## src/rtl/circ_buffer_if.sv

```systemverilog
// Producer/consumer port bundle for circ_buffer: write group in, read window out, flags back.
interface circ_buffer_if #(
  parameter int SIZE      = 4,
  parameter int MEM_SIZE  = 4,
  parameter int PAR_WRITE = 2,
  parameter int PAR_READ  = 4,
  parameter int CNT_W     = $clog2(MEM_SIZE + 1)
);
  logic                      clr;
  logic                      wen;
  logic [PAR_WRITE*SIZE-1:0] din;
  logic                      full;
  logic                      ren;
  logic [PAR_READ*SIZE-1:0]  dout;
  logic                      rvalid;
  logic                      empty;
  logic [CNT_W-1:0]          count;
  logic                      ovf;
  logic                      udf;

  modport master (
    output clr, wen, din, ren,
    input  full, dout, rvalid, empty, count, ovf, udf
  );

  modport slave (
    input  clr, wen, din, ren,
    output full, dout, rvalid, empty, count, ovf, udf
  );
endinterface

```

## src/rtl/circ_buffer.sv

```systemverilog
// Circular buffer taking PAR_WRITE elements per write and presenting PAR_READ-element windows.
// Read window is combinational from state (1-cycle write-to-read); full/rvalid gate acceptance.
module circ_buffer #(
  parameter int SIZE      = 4,
  parameter int MEM_SIZE  = 4,
  parameter int PAR_WRITE = 2,
  parameter int PAR_READ  = 4,
  parameter int CNT_W     = $clog2(MEM_SIZE + 1)
) (
  input logic          clk,
  input logic          rst,
  circ_buffer_if.slave bus
);
  localparam int AW = (MEM_SIZE > 1) ? $clog2(MEM_SIZE) : 1;

  logic [SIZE-1:0]          mem [MEM_SIZE];
  logic [AW-1:0]            wptr;
  logic [AW-1:0]            rptr;
  logic [CNT_W-1:0]         cnt;
  logic                     ovf_q;
  logic                     udf_q;
  logic                     full;
  logic                     rvalid;
  logic                     flush;
  logic                     wr_acc;
  logic                     rd_acc;
  logic [PAR_READ*SIZE-1:0] win;

  // Depth need not be a power of two, so wrap by compare-and-subtract.
  function automatic logic [AW-1:0] wrap_add(input logic [AW-1:0] p, input int k);
    logic [AW+1:0] s;
    s = {2'b00, p} + (AW+2)'(k);
    if (s >= (AW+2)'(MEM_SIZE))
      s = s - (AW+2)'(MEM_SIZE);
    return s[AW-1:0];
  endfunction

  assign full   = (CNT_W'(MEM_SIZE) - cnt) < CNT_W'(PAR_WRITE);
  assign rvalid = cnt >= CNT_W'(PAR_READ);
  assign flush  = rst | bus.clr;
  assign wr_acc = bus.wen & ~full & ~flush;
  assign rd_acc = bus.ren & rvalid & ~flush;

  always_ff @(posedge clk) begin
    if (flush) begin
      wptr  <= '0;
      rptr  <= '0;
      cnt   <= '0;
      ovf_q <= 1'b0;
      udf_q <= 1'b0;
    end else begin
      if (wr_acc)
        wptr <= wrap_add(wptr, PAR_WRITE);
      if (rd_acc)
        rptr <= wrap_add(rptr, PAR_READ);
      cnt <= cnt + (wr_acc ? CNT_W'(PAR_WRITE) : '0) - (rd_acc ? CNT_W'(PAR_READ) : '0);
      if (bus.wen & full)
        ovf_q <= 1'b1;
      if (bus.ren & ~rvalid)
        udf_q <= 1'b1;
    end
  end

  // Storage is not flushed; stale contents stay hidden behind the rvalid gate.
  always_ff @(posedge clk) begin
    if (wr_acc) begin
      for (int i = 0; i < PAR_WRITE; i++)
        mem[wrap_add(wptr, i)] <= bus.din[i*SIZE +: SIZE];
    end
  end

  always_comb begin
    win = '0;
    if (rvalid) begin
      for (int j = 0; j < PAR_READ; j++)
        win[j*SIZE +: SIZE] = mem[wrap_add(rptr, j)];
    end
  end

  assign bus.dout   = win;
  assign bus.full   = full;
  assign bus.rvalid = rvalid;
  assign bus.empty  = (cnt == '0);
  assign bus.count  = cnt;
  assign bus.ovf    = ovf_q;
  assign bus.udf    = udf_q;
endmodule

```

## src/flat_wrapper.sv

```systemverilog
// flat-port wrapper written by rule: the top's interface ports become plain ports
module circ_buffer_flat 
#(
  parameter int SIZE      = 4,
  parameter int MEM_SIZE  = 4,
  parameter int PAR_WRITE = 2,
  parameter int PAR_READ  = 4,
  parameter int CNT_W     = $clog2(MEM_SIZE + 1)
)
  (clk, rst, bus_clr, bus_wen, bus_din, bus_ren, bus_full, bus_dout, bus_rvalid, bus_empty, bus_count, bus_ovf, bus_udf);
  circ_buffer_if #(.SIZE(SIZE), .MEM_SIZE(MEM_SIZE), .PAR_WRITE(PAR_WRITE), .PAR_READ(PAR_READ), .CNT_W(CNT_W)) bus_i ();
  input logic clk;
  input logic rst;
  input wire logic [$bits(bus_i.clr)-1:0] bus_clr;
  input wire logic [$bits(bus_i.wen)-1:0] bus_wen;
  input wire logic [$bits(bus_i.din)-1:0] bus_din;
  input wire logic [$bits(bus_i.ren)-1:0] bus_ren;
  output wire logic [$bits(bus_i.full)-1:0] bus_full;
  output wire logic [$bits(bus_i.dout)-1:0] bus_dout;
  output wire logic [$bits(bus_i.rvalid)-1:0] bus_rvalid;
  output wire logic [$bits(bus_i.empty)-1:0] bus_empty;
  output wire logic [$bits(bus_i.count)-1:0] bus_count;
  output wire logic [$bits(bus_i.ovf)-1:0] bus_ovf;
  output wire logic [$bits(bus_i.udf)-1:0] bus_udf;
  assign bus_i.clr = bus_clr;
  assign bus_i.wen = bus_wen;
  assign bus_i.din = bus_din;
  assign bus_i.ren = bus_ren;
  assign bus_full = bus_i.full;
  assign bus_dout = bus_i.dout;
  assign bus_rvalid = bus_i.rvalid;
  assign bus_empty = bus_i.empty;
  assign bus_count = bus_i.count;
  assign bus_ovf = bus_i.ovf;
  assign bus_udf = bus_i.udf;
  circ_buffer #(.SIZE(SIZE), .MEM_SIZE(MEM_SIZE), .PAR_WRITE(PAR_WRITE), .PAR_READ(PAR_READ), .CNT_W(CNT_W)) u_core (.clk(clk), .rst(rst), .bus(bus_i));
endmodule
```

## config.mk

```make
export PLATFORM = sky130hd
export DESIGN_NAME = circ_buffer_flat
export DESIGN_NICKNAME = d
export VERILOG_FILES = /design/src/rtl/circ_buffer_if.sv /design/src/rtl/circ_buffer.sv /design/src/flat_wrapper.sv
export SDC_FILE = /design/constraint.sdc
export NUM_CORES = 1
export LEC_CHECK = 0
export BUFFER_PORTS_ARGS = -buffer_cell sky130_fd_sc_hd__buf_4
export CAP_MARGIN = 20
export CORE_ASPECT_RATIO = 0.9
export CORE_UTILIZATION = 49
export CTS_CLUSTER_DIAMETER = 120
export DETAILED_ROUTE_END_ITERATION = 10
export PLACE_DENSITY = 0.81
export REMOVE_ABC_BUFFERS = 1
export SLEW_MARGIN = 30
export SYNTH_ARGS = -nofsm -noshare
export SYNTH_HDL_FRONTEND = slang
export SYNTH_SLANG_ARGS = --single-unit
```

## constraint.sdc

```tcl
create_clock -name clk -period 5.33 [get_ports clk]
set_input_delay 1.066 -clock clk [delete_from_list [all_inputs] [get_ports clk]]
set_output_delay 1.066 -clock clk [all_outputs]
set_load 0.1 [all_outputs]
```

# == Word-level counts from Yosys, hierarchy flattened ==
# Memories as Yosys holds them, arrays and structs flattened.
# Cells that the tools add are included.
# totals
ram_bits,16
inputBits,13
memories,1
reg_bits,9
word_cells,63
out_inout_bits,24
# classes
muxes,19
magnitude_cmp,10
bitwise_logic,10
n_reduce_logical,1
addsub,17
# memory_table
name,depth,width,rd,rd_clocked_by_memory_dff,wr,line_no,rtl
u_core.mem,4,4,4,0,2,circ_buffer.sv:16,logic [SIZE-1:0] mem [MEM_SIZE];
# op_table
op,count
2-to-1 mux 2 bit,15
">= comparator 3 bit, second input constant",6
2-to-1 mux 16 bit,1
"subtractor 2 x 1 -> 2 bit, second input constant",8
"adder 2 x 2 -> 3 bit, second input constant",3
"adder 2 x 1 -> 3 bit, second input constant",2
bitwise AND 1 bit,6
">= comparator 2 x 3 -> 1 bit, second input constant",2
"adder 2 x 3 -> 4 bit, second input constant",1
">= comparator 4 x 3 -> 1 bit, second input constant",1
adder 3 bit,1
zero test 3 bit,1
"less-than comparator 3 x 2 -> 1 bit, second input constant",1
2-to-1 mux 3 bit,1
inverter 1 bit,3
subtractor 3 bit,1
"subtractor 3 bit, first input constant",1
2-to-1 mux 1 bit,2
bitwise OR 1 bit,1

# == Depth between registers and ports, before layout ==
# Gate-level depths: netlist of the first run.
# logic_depth
ltp_word,8
depth_mapped,8
mapped_depth_nobuf,8

# == Worst setup path before layout of the first run ==
# OpenSTA, ideal clock, no wires.
# synth_timing
path_type,reg2out
start,register u_core.cnt[2] (netlist: u_core.bus.count[2])
end,output port bus_dout[13]
arrival_time_ps,2781
path_stages_with_launch,4
setup_slack_ps,1483
required_ps,4264
cell_sequence,dfxtp_1 > ha_1 > nor2_1 > nor2b_1
# synth_via
elab_chain_cells,2
# synth_lines
element,line_no,rtl
start: declaration,circ_buffer.sv:19,logic [CNT_W-1:0] cnt;
start signal: assignment,circ_buffer.sv:56,cnt <= cnt + (wr_acc ? CNT_W'(PAR_WRITE) : '0) - (rd_acc ? CNT_W'(PAR_READ) : '0);
>= comparator 3 bit,circ_buffer.sv:39,assign rvalid = cnt >= CNT_W'(PAR_READ);
2-to-1 mux 16 bit,circ_buffer.sv:74,if (rvalid) begin
end: declaration,flat_wrapper.sv:19,output wire logic [$bits(bus_i.dout)-1:0] bus_dout;
# No other way between the ends.

# == Final worst setup path of the first run ==
# Same ends and word-level chain as after synthesis.

==> results of run 1 <==
==> synth_stat cells (all sizes together), types with 2 or more instances <==
master	number
ha	5
nor2	2
a21oi	2
nor3	4
edfxtp	16
inv	4
and2	14
dfxtp	5
nor2b	3
==> worst paths after layout <==
check,from,endpoint,cells after the start
setup / recovery,u_core.bus.count[2],bus_dout[13],4
hold / removal,u_core.bus.ovf,u_core.bus.ovf,2
setup reg to reg,u_core.bus.count[2],u_core.bus.count[2],7
hold reg to reg,u_core.bus.ovf,u_core.bus.ovf,2
==> layout make-up <==
class	instances	area [um2]	share of cell area, %
timing repair buffer	35	263	21.7
sequential	21	581	47.9
multi-input combinational	37	297	24.5
tap	24	30.0	2.48
clock inverter	1	5.00	0.413
inverter	4	15.0	1.24
clock buffer	3	22.5	1.86
==> worst max-delay path, cell delays in order (launching register included) <==
cell	delay (ns)
dfxtp_1	0.65
ha_1	0.25
nor2_1	0.10
nor2b_1	0.15
buf_4	0.31
==> kinds of logic (layout without fill, tap and decap cells) <==
family,after synthesis,count (layout),share of synthesized area [%]
adders and majority gates,5,5,6.93
xor gates and xnor gates,3,3,4.43
other,1,1,0.415
DFF,21,21,64.3
and+or+nand+nor,25,25,19.4
AOI/OAI and AO/OA,3,3,1.66
buffers and inverters,6,43,2.91
==> metrics by stage <==
stage / std cells / instance area, um2 / hold WS [ns]
after floorplan: 62 / 892 / 0.528
after global placement: 121 / 1180 / 0.502
after detailed placement: 121 / 1180 / 0.518
after CTS: 125 / 1210 / 0.540
after global routing: 125 / 1210 / 0.584
final: 125 / 1210 / 0.531
==> per-layer routing <==
| layer | wire length (um) | global-route usage (%) | up-vias |
|---|---|---|---|
| met5 | 0 | 0 | - |
| li1 | - | - | 287 |
| met2 | 775 | 28.2 | 21 |
| met3 | 75 | 3.83 | 2 |
| met1 | 678 | 21.5 | 265 |
| met4 | 9 | 8.57 | 0 |
==> flip-flops by register name, indices dropped and copies added (netlist names) <==
| name | count |
|---|---|
| u_core.bus.udf | 1 |
| u_core.wptr | 1 |
| u_core.mem | 16 |
| u_core.bus.ovf | 1 |
| u_core.bus.count | 2 |
==> power groups by stage <==
stage	clock network (uW)	logic (uW)	registers, uW
detailed placement	0	111	187
CTS	76.9	112	184
floorplan	0	76.1	196
finish	77.1	111	184
global route	84.0	115	184
global placement	0	110	187
==> metrics.yaml, run 1 <==
power_switching_uw: 137
p_leak_uw: 0.000532
cap_violations: 0
end_kind: "primary output"
worstPathRequired_ns: 4.26
worst_slack_ns: 2.50
postCtsSetupBuffers: 0
timing.fmax_mhz: 353
ys_top_cells_by_area: "edfxtp_1 (53%), dfxtp_1 (11%), and2_1 (6.9%)"
drt-wirelength-per-cell_um: 12.3
power.clock.fraction_pct: 20.7
tightest_slew_ns: 0.681
core_area_mm2: 0.00170
combPwrFrac_pct: 29.9
nets: 120
synth.distinct_cells: 20
final_cell_mix: "buf_4 (35), edfxtp_1 (16), and2_1 (10)"
ios: 37
initial_utilization_pct: 53.2
layout-drive-gt1-share_pct: 44.6
area_growth_pct: 34.2
detailedPlace.worstSlack_ns: 2.75
p_sw_share_pct: 36.9
yosysTopAreaCell: "edfxtp_1"
worstPathMaxFanout: 19
syn_avg_cell_area_um2: 14.1
r2r_slack_ns: 3.11
power.density_mw_per_mm2: 307
hold_violations: 0
cts_resized: 0
antenna_found_initial: 0
grt.overflow.total: 0
syn_area_um2: 903
finalClockSkew_ns: 0.00499
finalPower_uw: 372
fillers: 117
dieWidth_um: 47.3
min_path_type: "reg -> reg"
sequentialPowerShare_pct: 49.4
root_buffer: "clkbuf_4"
ys_ff_latch: 21
drcViolationCount: 0
gp_congestion: 0.725
drt-initial-drc-count: 10
clock_latency_ns: 0.30
yosysSeqAreaShare_pct: 64.3
drtPass1Iterations: 4
setup_viol: 0
tritoncts: "built"
internal_power_uw: 234
grt_first_pass_wirelength_um: 2370
port_buffers: 35
clockBufferDepth: 2
peakVddDrop_mv: 0.211
ant_nets: 0
synth_warnings: 0
hpwlAfterDp_um: 1140
num_rows: 14
ys.flop_type: "edfxtp_1"
holdBufCountCts: 0
outcome: "complete, no violations"
grt_max_degree: 20
grt_pass1_vias: 555
final_common_cell: "buf_4"
clk_pin_slew_ns: 0.11
max_slew_margin_pct: 54.4
wl_um: 1540
finalSetupTns_ns: 0
rsz0062_at_grt: "false"
ys_async_sr_fraction_pct: 0
utilization_pct: 71.4
synth_edf_count: 16
fp.dieH_um: 42.7
via_count: 575
grt.total_usage_pct: 17.5
fin_crit_sh_pct: 53.1
cts_max_level: 1
crit_type: "reg -> out"
clock-sinks: 21
period_needed_ns: 2.83
syn_inst: 64
dieArea_mm2: 0.00202
crit_arrival_ns: 1.77
diodes: 0
cts_made_buffers: 3
drv_slew: 0
worstSetupStartpointType: "flop"
viasPerCell: 4.60
netlist.area_leader.share_pct: 53.2
Note: power is estimated with default switching activity, not from simulation.
==> run 2: changes to the inputs <==
--- a/config.mk
+++ b/config.mk
@@ -5,13 +5,14 @@
 export SDC_FILE = /design/constraint.sdc
 export NUM_CORES = 1
 export LEC_CHECK = 0
+export ABC_AREA = 1
 export BUFFER_PORTS_ARGS = -buffer_cell sky130_fd_sc_hd__buf_4
 export CAP_MARGIN = 20
 export CORE_ASPECT_RATIO = 0.9
-export CORE_UTILIZATION = 49
+export CORE_UTILIZATION = 42
 export CTS_CLUSTER_DIAMETER = 120
 export DETAILED_ROUTE_END_ITERATION = 10
-export PLACE_DENSITY = 0.81
+export PLACE_DENSITY = 0.74
 export REMOVE_ABC_BUFFERS = 1
 export SLEW_MARGIN = 30
 export SYNTH_ARGS = -nofsm -noshare
==> constraint.sdc (replaced) <==
create_clock -name clk -period 2.4 [get_ports clk]
set_input_delay 0.48 -clock clk [delete_from_list [all_inputs] [get_ports clk]]
set_output_delay 0.48 -clock clk [all_outputs]
set_load 0.1 [all_outputs]
==> metrics.yaml, run 2 <==
outcome: "complete, no violations"
synth_edf_count: 16
area_growth_pct: 36.1
drcViolationCount: 0
yosysSeqAreaShare_pct: 63.1
final_cell_mix: "buf_4 (38), inv_1 (25), nand2_1 (21)"
r2r_slack_ns: 0.59
nets: 154
min_from: "bus_din[1]"
gp_congestion: 0.775
worstRegToRegCells: 13
crit_type: "reg -> out"
synth_warnings: 0
fillers: 176
synth.distinct_cells: 15
via_count: 675
final_common_cell: "buf_4"
worstPathRequired_ns: 1.92
multi_input_area_um2: 229
grt_pass1_vias: 579
drtPass1Iterations: 4
timing.fmax_mhz: 501
utilization_pct: 62.9
fin_crit_sh_pct: 83.2
dieArea_mm2: 0.00238
regArea_um2: 581
largest_reg_flops: 16
worstPathMaxFanout: 6
initial_utilization_pct: 46.2
r2r-end: "u_core.bus.count[2]"
finalInstanceArea_mm2: 0.00125
ys_top_cells_by_area: "edfxtp_1 (52%), dfxtp_1 (11%), inv_1 (10%)"
hold_violations: 0
viasPerCell: 4.22
ys.flop_type: "edfxtp_1"
cap_violations: 0
r2r_start: "u_core.bus.count[1]"
port_buffers: 35
syn_avg_cell_area_um2: 9.68
power.density_mw_per_mm2: 614
rsz0062_at_grt: "false"
period_needed_ns: 2.00
synth_most_common_cell: "inv_1"
clock-sinks: 21
root_buffer: "clkbuf_4"
end_kind: "primary output"
cts_made_buffers: 3
dieWidth_um: 51.3
drv_slew: 0
ys_async_sr_fraction_pct: 0
postCtsSetupBuffers: 0
crit_arrival_ns: 1.52
regMostFlops: "u_core.mem"
drt-wirelength-per-cell_um: 9.38
ys_ff_latch: 21
tritoncts: "built"
cts_resized: 0
num_rows: 15
min_to: "u_core.mem[2][1]"
clk_pin_slew_ns: 0.12
ys_top_cells_by_count: "inv_1 (25), nand2_1 (21), edfxtp_1 (16)"
clock_latency_ns: 0.29
min_path_cells: 1
yosysTopAreaCell: "edfxtp_1"
syn_inst: 95
holdBufCountCts: 0
peakVddDrop_mv: 0.412
core_area_mm2: 0.00199
grt_first_pass_wirelength_um: 2220
worstSetupStartpointType: "flop"
layout-drive-gt1-share_pct: 33.3
grt.total_usage_pct: 13.1
syn_area_um2: 920
ant_nets: 0
hpwlAfterDp_um: 1180
min_path_type: "in -> reg"
wl_um: 1500
ios: 37
drt-initial-drc-count: 7
setup_viol: 0
antenna_found_initial: 0
clockBufferDepth: 2
fp.dieH_um: 46.4
p_leak_uw: 0.000694
grt_max_degree: 17
diodes: 0
finalClockSkew_ns: 0.00657
finalPower_uw: 768
placed_area_mm2: 0.00122
grt.overflow.total: 0
netlist.area_leader.share_pct: 52.2
cts_max_level: 1
finalSetupTns_ns: 0
==> run 2: layout make-up <==
| type | instances | share of cell area [%] |
|---|---|---|
| multi-input combinational | 46 | 18.3 |
| clock inverter | 1 | 0.400 |
| clock buffer | 3 | 1.80 |
| tap | 25 | 2.50 |
| sequential | 21 | 46.4 |
| timing repair buffer | 38 | 22.8 |
| inverter | 26 | 7.80 |
==> run 2: through the flow <==
stage / hold WS, ns / instances / setup WS [ns]
2_1_floorplan: 0.498 / 93 / -0.950
3_3_place_gp: 0.450 / 156 / 0.652
3_5_place_dp: 0.465 / 156 / 0.601
4_1_cts: 0.358 / 160 / 0.376
5_1_grt: 0.349 / 160 / 0.258
6_report: 0.358 / 160 / 0.403
==> run 2: how the worst max path moves through the flow <==
stage | from | slack, ns | to
floorplan | u_core.bus.count[2] | -0.95 | bus_dout[13]
global placement | u_core.bus.count[1] | 0.65 | u_core.bus.count[2]
detailed placement | u_core.bus.count[1] | 0.60 | u_core.bus.count[2]
CTS | u_core.bus.count[1] | 0.38 | bus_dout[14]
global route | u_core.bus.count[1] | 0.26 | bus_dout[13]
finish | u_core.bus.count[1] | 0.40 | bus_dout[14]
==> run 2: layer usage <==
| metal | part of all wire, % | up-vias | global-route usage, % |
|---|---|---|---|
| met1 | 44 | 298 | 15.4 |
| met5 | 0 | - | 0 |
| met3 | 4.1 | 0 | 2.31 |
| li1 | - | 361 | - |
| met2 | 52 | 16 | 24.2 |
| met4 | 0 | 0 | 4.86 |
==> run 2: cell families (layout without fill, tap and decap cells) <==
family	after synthesis	in the layout	synth area share, %
adders and majority gates	5	5	6.80
DFF	21	21	63.1
and+or+nand+nor	37	37	16.1
AOI/OAI and AO/OA	3	3	1.63
other	1	1	0.408
buffers and inverters	28	68	12.0
==> run 2: critical path, cell delays in order, from the launching register on <==
cell and delay [ns]:
dfxtp_1 0.37, inv_1 0.10, ha_1 0.22, nor2_2 0.22
nor2_1 0.07, buf_4 0.24
==> run 2: power breakdown <==
part / switching, uW / leakage, uW / internal [uW]
logic: 155 / 0.000490 / 45.7
registers: 3.96 / 0.000186 / 400
clock network: 102 / 0.0000177 / 61.9
==> run 3: changes to the inputs <==
--- a/config.mk
+++ b/config.mk
@@ -9,10 +9,10 @@
 export BUFFER_PORTS_ARGS = -buffer_cell sky130_fd_sc_hd__buf_4
 export CAP_MARGIN = 20
 export CORE_ASPECT_RATIO = 0.9
-export CORE_UTILIZATION = 42
+export CORE_UTILIZATION = 46
 export CTS_CLUSTER_DIAMETER = 120
 export DETAILED_ROUTE_END_ITERATION = 10
-export PLACE_DENSITY = 0.74
+export PLACE_DENSITY = 0.77
 export REMOVE_ABC_BUFFERS = 1
 export SLEW_MARGIN = 30
 export SYNTH_ARGS = -nofsm -noshare
==> constraint.sdc (replaced) <==
create_clock -name clk -period 2.1 [get_ports clk]
set_input_delay 0.42 -clock clk [delete_from_list [all_inputs] [get_ports clk]]
set_output_delay 0.42 -clock clk [all_outputs]
set_load 0.1 [all_outputs]
==> metrics.yaml, run 3 (synthesized netlist as in run 2, its figures left out) <==
crit_type: "reg -> out"
cts_resized: 0
postCtsSetupBuffers: 0
root_buffer: "clkbuf_4"
worstRegToRegCells: 13
ant_nets: 0
num_rows: 14
cts_made_buffers: 3
instances_no_fill: 159
grt_pass1_vias: 602
crit_arrival_ns: 1.53
finalClockSkew_ns: 0.00429
drt-wirelength-per-cell_um: 10.5
rsz0062_at_grt: "false"
slowest_delay_ns: 0.37
area_growth_pct: 35.8
cp-endpoint: "bus_dout[15]"
via_count: 677
drcViolationCount: 0
clock-sinks: 21
dpl.cell_count: 155
grt_first_pass_wirelength_um: 2600
final_common_cell: "buf_4"
r2r_start: "u_core.bus.count[1]"
wl_um: 1670
layout-drive-gt1-share_pct: 32.6
grt.overflow.total: 0
grt.total_usage_pct: 17.7
setup_viol: 0
port_buffers: 35
worstPathRequired_ns: 1.68
dieArea_mm2: 0.00218
clockBufferDepth: 2
drv_slew: 0
r2r-end: "u_core.bus.count[2]"
crit_path_top_delay_cell: "dfxtp_1"
viasPerCell: 4.26
detailedPlace.worstSlack_ns: 0.315
peakVddDrop_mv: 0.538
fp.dieH_um: 44.4
holdBufCountCts: 0
nets: 154
timing.fmax_mhz: 512
wl_met3_um: 100
regMostFlops: "u_core.mem"
gp_congestion: 0.789
min_from: "bus_din[0]"
outcome: "complete, no violations"
fin_crit_sh_pct: 93.1
critical_path.startpoint: "u_core.bus.count[1]"
antenna_found_initial: 0
dieWidth_um: 49.1
crit_chain: "inv_1 > ha_1 > nor2_2 > nor2_1 > buf_4"
p_leak_uw: 0.000691
final_cell_mix: "buf_4 (38), inv_1 (25), nand2_1 (21)"
core_area_mm2: 0.00177
drtPass1Iterations: 2
clock_latency_ns: 0.30
routed.top_layer: "met4"
min_path_type: "in -> reg"
hold_violations: 0
cap_violations: 0
diodes: 0
met2_length_um: 842
tritoncts: "built"
hpwlAfterDp_um: 1200
period_needed_ns: 1.95
finalPower_uw: 881
ios: 37
initial_utilization_pct: 52.0
grt_max_degree: 17
clk_pin_slew_ns: 0.11
end_kind: "primary output"
worstPathMaxFanout: 6
cts_max_level: 1
largest_reg_flops: 16
wl_met1_um: 651
drt-initial-drc-count: 8
worstSetupStartpointType: "flop"
power.density_mw_per_mm2: 706
worst_slack_ns: 0.145
r2r_slack_ns: 0.29
## run 3: cell types whose count changed in the layout (fill, tap and decap cells not counted)
cell	previous run	this run
clkbuf_1	0	1
clkinv_2	1	0
## run 3: worst max-delay path, delay by kind of cell (launching register included)
kind,cells,cell delay [ns]
flip-flops,1,0.37
buffers and inverters,2,0.35
AND/OR/NAND/NOR,2,0.30
adder cells (fa/ha/maj),1,0.22
## run 3: worst min path at each step
stage	end	slack, ns	cells after the start
after floorplan	u_core.wptr[1]	0.50	2
after global placement	u_core.bus.udf	0.45	2
after detailed placement	u_core.bus.udf	0.47	2
after CTS	u_core.mem[0][0]	0.29	1
after global routing	u_core.mem[3][2]	0.28	1
final	u_core.mem[0][0]	0.29	1
## run 3: where the power goes
part | total [uW] | switching, uW | internal, uW
clock | 189 | 115 | 74.1
combinational | 231 | 178 | 52.5
sequential | 461 | 4.37 | 457
## run 3: layer usage
layer  vias up  track usage (%)
li1        356                -
met2        26             31.0
met5         -                0
met3         7             4.12
met4         0             15.9
met1       288             18.1
## run 3: per-stage QoR
stage               setup TNS [ns]  cell area [um2]  hold slack, ns  util [%]
global placement                 0             1220           0.451      69.1
detailed placement               0             1220           0.467      69.1
global route                     0             1250           0.284      70.6
CTS                              0             1250           0.285      70.6
finish                           0             1250           0.292      70.6
floorplan                   -24.72              907           0.498         -
## run 3: cell type report
class                   count  area (um2)
clock buffers               4        26.3
fillers                   137         520
inverters                  26        97.6
multi-input cells          46         229
flip-flops and latches     21         581
well taps                  24        30.0
repair buffers             38         285
